File: config.mk
export PLATFORM = sky130hd
export DESIGN_NAME = timer_unit
export DESIGN_NICKNAME = d
export VERILOG_FILES = /design/src/rtl/timer_unit_pkg.sv /design/src/rtl/timer_unit_prescaler.sv /design/src/rtl/timer_unit.sv
export SDC_FILE = /design/constraint.sdc
export NUM_CORES = 1
export LEC_CHECK = 0
export CORE_ASPECT_RATIO = 1.1
export CORE_MARGIN = 2
export CORE_UTILIZATION = 58
export DETAILED_ROUTE_END_ITERATION = 7
export GPL_TIMING_DRIVEN = 0
export PLACE_DENSITY = 0.84
export SLEW_MARGIN = 20
export SYNTH_ARGS = -nofsm -noshare
export SYNTH_HDL_FRONTEND = slang
export SYNTH_SLANG_ARGS = --single-unit
File: constraint.sdc
create_clock -name clk -period 3.65 [get_ports clk]
set_input_delay 0.9125 -clock clk [delete_from_list [all_inputs] [get_ports clk]]
set_output_delay 0.9125 -clock clk [all_outputs]
set_load 0.01 [all_outputs]
File: src/rtl/timer_unit_pkg.sv
// Shared definitions for the memory-mapped countdown timer.
// Register offsets, register-select codes, CTRL bit positions, mode codes,
// FSM state encoding and a small mode-decode helper.
package timer_unit_pkg;

    // CPU byte addresses of the three timer registers
    localparam logic [31:0] ADDR_CTRL   = 32'h0000_7F00;
    localparam logic [31:0] ADDR_PRESET = 32'h0000_7F04;
    localparam logic [31:0] ADDR_COUNT  = 32'h0000_7F08;

    // Register select as seen on addr (CPU address bits [3:2])
    localparam logic [1:0] SEL_CTRL   = 2'b00;
    localparam logic [1:0] SEL_PRESET = 2'b01;
    localparam logic [1:0] SEL_COUNT  = 2'b10;

    // CTRL bit positions
    localparam int unsigned CTRL_EN      = 0;
    localparam int unsigned CTRL_MODE_LO = 1;
    localparam int unsigned CTRL_MODE_HI = 2;
    localparam int unsigned CTRL_IM      = 3;

    // MODE codes; 1x decodes as one-shot
    localparam logic [1:0] MODE_ONESHOT    = 2'b00;
    localparam logic [1:0] MODE_AUTORELOAD = 2'b01;

    // FSM encoding
    typedef logic [1:0] state_t;
    localparam state_t ST_IDLE = 2'd0;
    localparam state_t ST_LOAD = 2'd1;
    localparam state_t ST_CNT  = 2'd2;
    localparam state_t ST_INT  = 2'd3;

    function automatic logic isAutoReload(input logic [1:0] mode);
        return mode == MODE_AUTORELOAD;
    endfunction

endpackage

File: src/rtl/timer_unit_prescaler.sv
// Tick generator for the timer: one-cycle tick every DIV clocks.
// Ports:
//   clk   - system clock
//   reset - synchronous active-high reset
//   clear - restart the divide sequence at 0 (asserted while the timer loads)
//   tick  - high for one cycle every DIV clocks
module timer_prescaler #(
    parameter int unsigned DIV = 4
) (
    input  logic clk,
    input  logic reset,
    input  logic clear,
    output logic tick
);

    localparam int unsigned CW = (DIV > 1) ? $clog2(DIV) : 1;
    localparam logic [CW-1:0] LAST = CW'(DIV - 1);

    logic [CW-1:0] divCount;

    assign tick = (divCount == LAST);

    always_ff @(posedge clk) begin
        if (reset || clear || tick) begin
            divCount <= '0;
        end else begin
            divCount <= divCount + CW'(1);
        end
    end

endmodule

File: src/rtl/timer_unit.sv
// Memory-mapped countdown timer with one-shot / auto-reload modes and a
// maskable interrupt.
// Ports:
//   clk   - system clock
//   reset - synchronous active-high reset
//   we    - register write strobe
//   addr  - register select: 00 CTRL, 01 PRESET, 10 COUNT (read-only), 11 reserved
//   wd    - write data
//   rd    - read data, combinational from addr
//   irq   - interrupt request (pending & IM)
// Build option: define TIMER_PRESCALE_EN to count on prescaled ticks
// (every PRESCALE_DIV clocks) instead of every clock.
module timer_unit
    import timer_unit_pkg::*;
#(
    parameter int unsigned WIDTH        = 32,
    parameter int unsigned PRESCALE_DIV = 4
) (
    input  logic             clk,
    input  logic             reset,
    input  logic             we,
    input  logic [1:0]       addr,
    input  logic [WIDTH-1:0] wd,
    output logic [WIDTH-1:0] rd,
    output logic             irq
);

    logic [3:0]       ctrl;
    logic [WIDTH-1:0] preset;
    logic [WIDTH-1:0] count;
    state_t           state;
    logic             pending;
    logic             tick;
    logic             en;
    logic             autoReload;

    if (PRESCALE_DIV < 2) begin : gDivCheck
        $error("PRESCALE_DIV must be >= 2");
    end

`ifdef TIMER_PRESCALE_EN
    timer_prescaler #(
        .DIV(PRESCALE_DIV)
    ) uPrescaler (
        .clk  (clk),
        .reset(reset),
        .clear(state == ST_LOAD),
        .tick (tick)
    );
`else
    assign tick = 1'b1;
`endif

    assign en         = ctrl[CTRL_EN];
    assign autoReload = isAutoReload(ctrl[CTRL_MODE_HI:CTRL_MODE_LO]);
    assign irq        = pending & ctrl[CTRL_IM];

    always_ff @(posedge clk) begin
        if (reset) begin
            ctrl    <= '0;
            preset  <= '0;
            count   <= '0;
            state   <= ST_IDLE;
            pending <= 1'b0;
        end else begin
            case (state)
                ST_IDLE: begin
                    if (en) begin
                        state <= ST_LOAD;
                    end
                end
                ST_LOAD: begin
                    count <= preset;
                    state <= ST_CNT;
                end
                ST_CNT: begin
                    if (!en) begin
                        state <= ST_IDLE;
                    end else if (tick) begin
                        if (count > WIDTH'(1)) begin
                            count <= count - WIDTH'(1);
                        end else begin
                            count   <= '0;
                            state   <= ST_INT;
                            pending <= 1'b1;
                        end
                    end
                end
                ST_INT: begin
                    if (autoReload) begin
                        pending <= 1'b0;
                        state   <= ST_LOAD;
                    end else begin
                        ctrl[CTRL_EN] <= 1'b0;
                        state         <= ST_IDLE;
                    end
                end
                default: state <= ST_IDLE;
            endcase

            // CPU writes are placed last so they override the hardware EN
            // clear and the pending set/clear in the same cycle.
            if (we) begin
                case (addr)
                    SEL_CTRL: begin
                        ctrl    <= wd[3:0];
                        pending <= 1'b0;
                    end
                    SEL_PRESET: preset <= wd;
                    default: ;
                endcase
            end
        end
    end

    always_comb begin
        rd = '0;
        case (addr)
            SEL_CTRL:   rd[3:0] = ctrl;
            SEL_PRESET: rd      = preset;
            SEL_COUNT:  rd      = count;
            default:    rd      = '0;
        endcase
    end

endmodule

### Word-level counts from Yosys, hierarchy flattened

Cells that the tools add are included.

* bitwise operators: 1
* eq/ne operators: 9
* mux-type cells: 20
* reductions and logical operators: 7
* $add $sub $neg: 1
* order comparisons: 1

Operator list (count)
* 2-to-1 mux 32 bit: 2
* case mux 32 bit (2 select lines): 1
* case mux 28 bit (2 select lines): 1
* greater-than comparator 32 x 1 -> 1 bit (second input constant): 1
* subtractor 32 x 1 -> 32 bit (second input constant): 1
* case mux 4 bit (3 select lines): 1
* 2-to-1 mux 1 bit: 10
* case mux 2 bit (4 select lines): 1
* AND reduction 2 bit: 4
* equality test 2 x 1 -> 1 bit (second input constant): 3
* equality test 2 bit (second input constant): 3
* 2-to-1 mux 2 bit: 3
* logical NOT 2 bit: 2
* != test 2 bit (second input constant): 2
* != test 3 bit (second input constant): 1
* case mux 1 bit (2 select lines): 1
* nonzero test 2 bit: 1
* bitwise AND 1 bit: 1

* logic and storage cells: 45
* bits of input ports: 37
* register bits: 71
* output and inout port bits: 33

### Logic depth before layout (Yosys ltp)

* depth after elaboration: 6
* mapped depth: 9
* gate-level depth less buffers: 7

### Worst setup path after synthesis

No wires, ideal clock.

* kind: input to output
* start point: in addr[1]
* end point: out rd[1]
* buffers on the path: 2
* path slack: 0.865 ns
* stages: 6
* data arrival time: 1.873 ns
* data required time: 2.738 ns
* cells stage by stage: inv_1 ha_1 clkbuf_1 clkbuf_1 a222oi_1 nor2_1

* cells in the longest elaborated chain, start to end: 2
* elaborated cells on any way between the ends: 4
* those cells by class: 2 x eq/ne; 1 x mux; 1 x reduce/logical

Ends and longest elaborated chain
* start, declared: RTL line timer_unit.sv:22 `input logic [1:0] addr,`
* equality test 2 bit (tied with other cells): RTL line timer_unit.sv:118 `case (addr)`
* case mux 4 bit (3 select lines) (*): RTL line timer_unit.sv:118
* end, declared: RTL line timer_unit.sv:24 `output logic [WIDTH-1:0] rd,`

Every way passes the cells marked *; elsewhere a longest branch is shown, timed or not.

### Worst setup path after layout

* start point: in addr[0]
* end point: out rd[3]

The elaborated chain is that of the path after synthesis.

==> flow_metrics.env <==
export IMPL_synthCells=564
export IMPL_fin_util_pct=76.38
export IMPL_post_route_drc_count=10
export IMPL_p_int_mw=1.425
export IMPL_fillers=541
export IMPL_ant_nets=0
export IMPL_grt_pass1_vias=4559
export IMPL_cts_hold_buf=0
export IMPL_core_area_sq_um=7007
export IMPL_drv_slew=0
export IMPL_die_w_um=85.09
export IMPL_std_cell_rows=32
export IMPL_violations="design-rule violations"
export IMPL_rsz0062_at_grt="false"
export IMPL_dp_hpwl_mm=10.10
export IMPL_fin_ws_ps=120.5
export IMPL_ys_warn_count=0
export IMPL_clk_pin_slew_ps=70
export IMPL_cts_tree="built"
export IMPL_syn_avg_cell_area_sq_um=7.438
export IMPL_clk_latency_ps=350
export IMPL_skew_ps=8.888
export IMPL_overflow=0
export IMPL_initial_utilization_pct=59.88
export IMPL_max_freq_ghz=0.2833
export IMPL_criticalPathCategory="in2out"
export IMPL_synth_main_ff_cell="dfxtp_1"
export IMPL_grtUsageTotal_pct=37.85
export IMPL_firstDrtPassIters=8
export IMPL_timing_hold_ws_ps=472.3
export IMPL_yosys_top_cells_count="96 x nand2_1, 71 x dfxtp_1, 62 x a21oi_1"
export IMPL_setup_tns_ps=0
export IMPL_synth_top_area_cell="dfxtp_1"
export IMPL_io_pins=70
export IMPL_power_frac_comb_pct=19.1
export IMPL_worst_setup_path_end_kind="output port"
export IMPL_cp_start_kind="input port"
export IMPL_synth_fp_nets=607
export IMPL_wirelength_mm=14.94
export IMPL_outcome="finished, violations left"
export IMPL_antenna_found_initial=0
export IMPL_p_clk_share_pct=39.7
export IMPL_area_delta_synth_final_pct=27.56
export IMPL_cp_max_fo=10
export IMPL_drv_cap=0
export IMPL_cts_inserted_buffers=9
export IMPL_ys_ff_latch=71
export IMPL_hold_class="reg2reg"
export IMPL_synth_area_sq_um=4195
export IMPL_total_switching_power_mw=0.5671
export IMPL_p_sw_share_pct=28.46
export IMPL_crit_required_ps=2740
export IMPL_seq_area_frac_synth_pct=33.88
export IMPL_drive_above_1_share_pct=9.119
export IMPL_ys_top_cells_by_area="dfxtp_1 34%, nand2_1 8.6%, a21oi_1 7.4%"
export IMPL_period_share_pct=96.70
export IMPL_nets=686
export IMPL_synth_most_common_cell="nand2_1"
export IMPL_synth_top_cell_area_share_pct=33.88
export IMPL_period_needed_ps=3530
export IMPL_power_leakage_nw=1.972
export IMPL_synth_edf_count=0
export IMPL_cts_root_buf="clkbuf_8"
export IMPL_cts_buffer_depth=2
export IMPL_vias=4865
export IMPL_peakVddDrop_mv=0.3131
export IMPL_avgViaCountPerCell=6.646
export IMPL_post_place_ws_ps=-559.0
export IMPL_gp_congestion=0.9682
export IMPL_hold_viol=0
export IMPL_synthDistinctLibCells=56
export IMPL_p_per_area_nw_per_um2=372.3
export IMPL_async_flop_share_pct=0
export IMPL_ctsHtreeMaxLevel=3
export IMPL_first_iter_violations=545
export IMPL_dieHeight_um=93.20
export IMPL_tightestPinTransition_ps=946.9
export IMPL_grt_max_degree=13
export IMPL_wire_per_inst_um=20.41
export IMPL_n_antenna_cell=0
export IMPL_grt_pass1_wl_mm=23.41
export IMPL_clock_sink_count=71
export IMPL_portBuffers=68
export IMPL_arrival_ps=2620
export IMPL_power_frac_seq_pct=41.2
export IMPL_die_area_sq_um=7930
export IMPL_max_slew_margin_pct=36.29
export IMPL_setup_violations=0
-- registers in the layout, indices dropped and copies added (netlist names) --
name and cells:
ctrl 4, pending 1, count 32, state 2, preset 32
-- kinds of logic after synthesis --
group                    count (synthesis)  synth area share, %
adder cells (fa/ha/maj)                  6                1.789
flip-flops                              71                33.88
multiplexers                             2               0.4772
XOR/XNOR                                 1               0.2088
AO/OA/AOI/OAI                          190                29.82
AND/OR/NAND/NOR                        236                28.01
buffers and inverters                   58                5.815
-- metrics by stage --
stage | power [mW] | cells | cell area [sq um]
floorplan | 1.055 | 564 | 4195
global route | 2.047 | 732 | 5351
finish | 1.992 | 732 | 5351
detailed placement | 1.185 | 717 | 4982
CTS | 1.973 | 732 | 5326
global placement | 1.179 | 717 | 4982
-- metal layers --
| metal | track usage [%] | vias up | wire [um] |
|---|---|---|---|
| li1 | - | 2203 | - |
| met1 | 50.77 | 2214 | 6036 |
| met2 | 57.88 | 362 | 6471 |
| met3 | 5.737 | 86 | 1675 |
| met4 | 21.43 | 0 | 760 |
| met5 | 0 | - | 0 |
-- timing repair --
item / 4_1_cts / 5_1_grt
pin swaps: 2 / 0
buffers inserted: 2 / 0
resized for setup: 36 / 9
setup endpoints to repair: 32 / 26
-- final cells by class --
cell class              count  area [sq um]  area share, %
clock inverters             5         106.4          1.987
repair buffers             70         701.9          13.12
inverters                  14         52.55         0.9820
clock buffers              10         137.6          2.572
multi-input cells         435          2567          47.98
flip-flops and latches     71          1421          26.56
plain buffers              42         257.7          4.816
well taps                  85         106.4          1.987
-- power groups by stage --
stage                     combinational [mW]  clock (mW)  sequential, mW
final                                  0.381       0.790           0.822
after global placement                 0.342           0           0.837
after CTS                              0.367       0.787           0.820
after floorplan                        0.226           0           0.829
after detailed placement               0.347           0           0.838
after global routing                   0.407       0.816           0.824
-- path summary, 6_finish.rpt --
| path | startpoint | end | slack, ps | depth (start not counted) |
|---|---|---|---|---|
| setup / recovery | addr[0] | rd[3] | 120 | 7 |
| hold / removal | ctrl[2] | ctrl[2] | 470 | 2 |
| setup reg to reg | state[1] | count[15] | 890 | 6 |
| hold reg to reg | ctrl[2] | ctrl[2] | 470 | 2 |
-- cell usage in the layout, fill, tap and decap left out, types with 5 or more instances in the layout --
master	count
nor4_1	8
nor2b_1	31
clkbuf_1	27
nand2_1	96
nor2_1	36
o31ai_1	5
dlymetal6s2s_1	6
dfxtp_1	71
a21oi_1	62
o21ai_0	37
inv_1	12
clkdlybuf4s50_1	55
a211oi_1	19
a22oi_1	28
nand3_1	18
nor3_1	9
dlygate4sd2_1	7
nand4_1	8
clkbuf_8	17
-- critical path: stages --
cell,delay (ps)
dlygate4sd2_1,310
inv_2,100
ha_4,190
clkbuf_8,180
a222oi_1,370
nor2_1,70
clkdlybuf4s50_1,480
(Power assumes the default switching activity.)
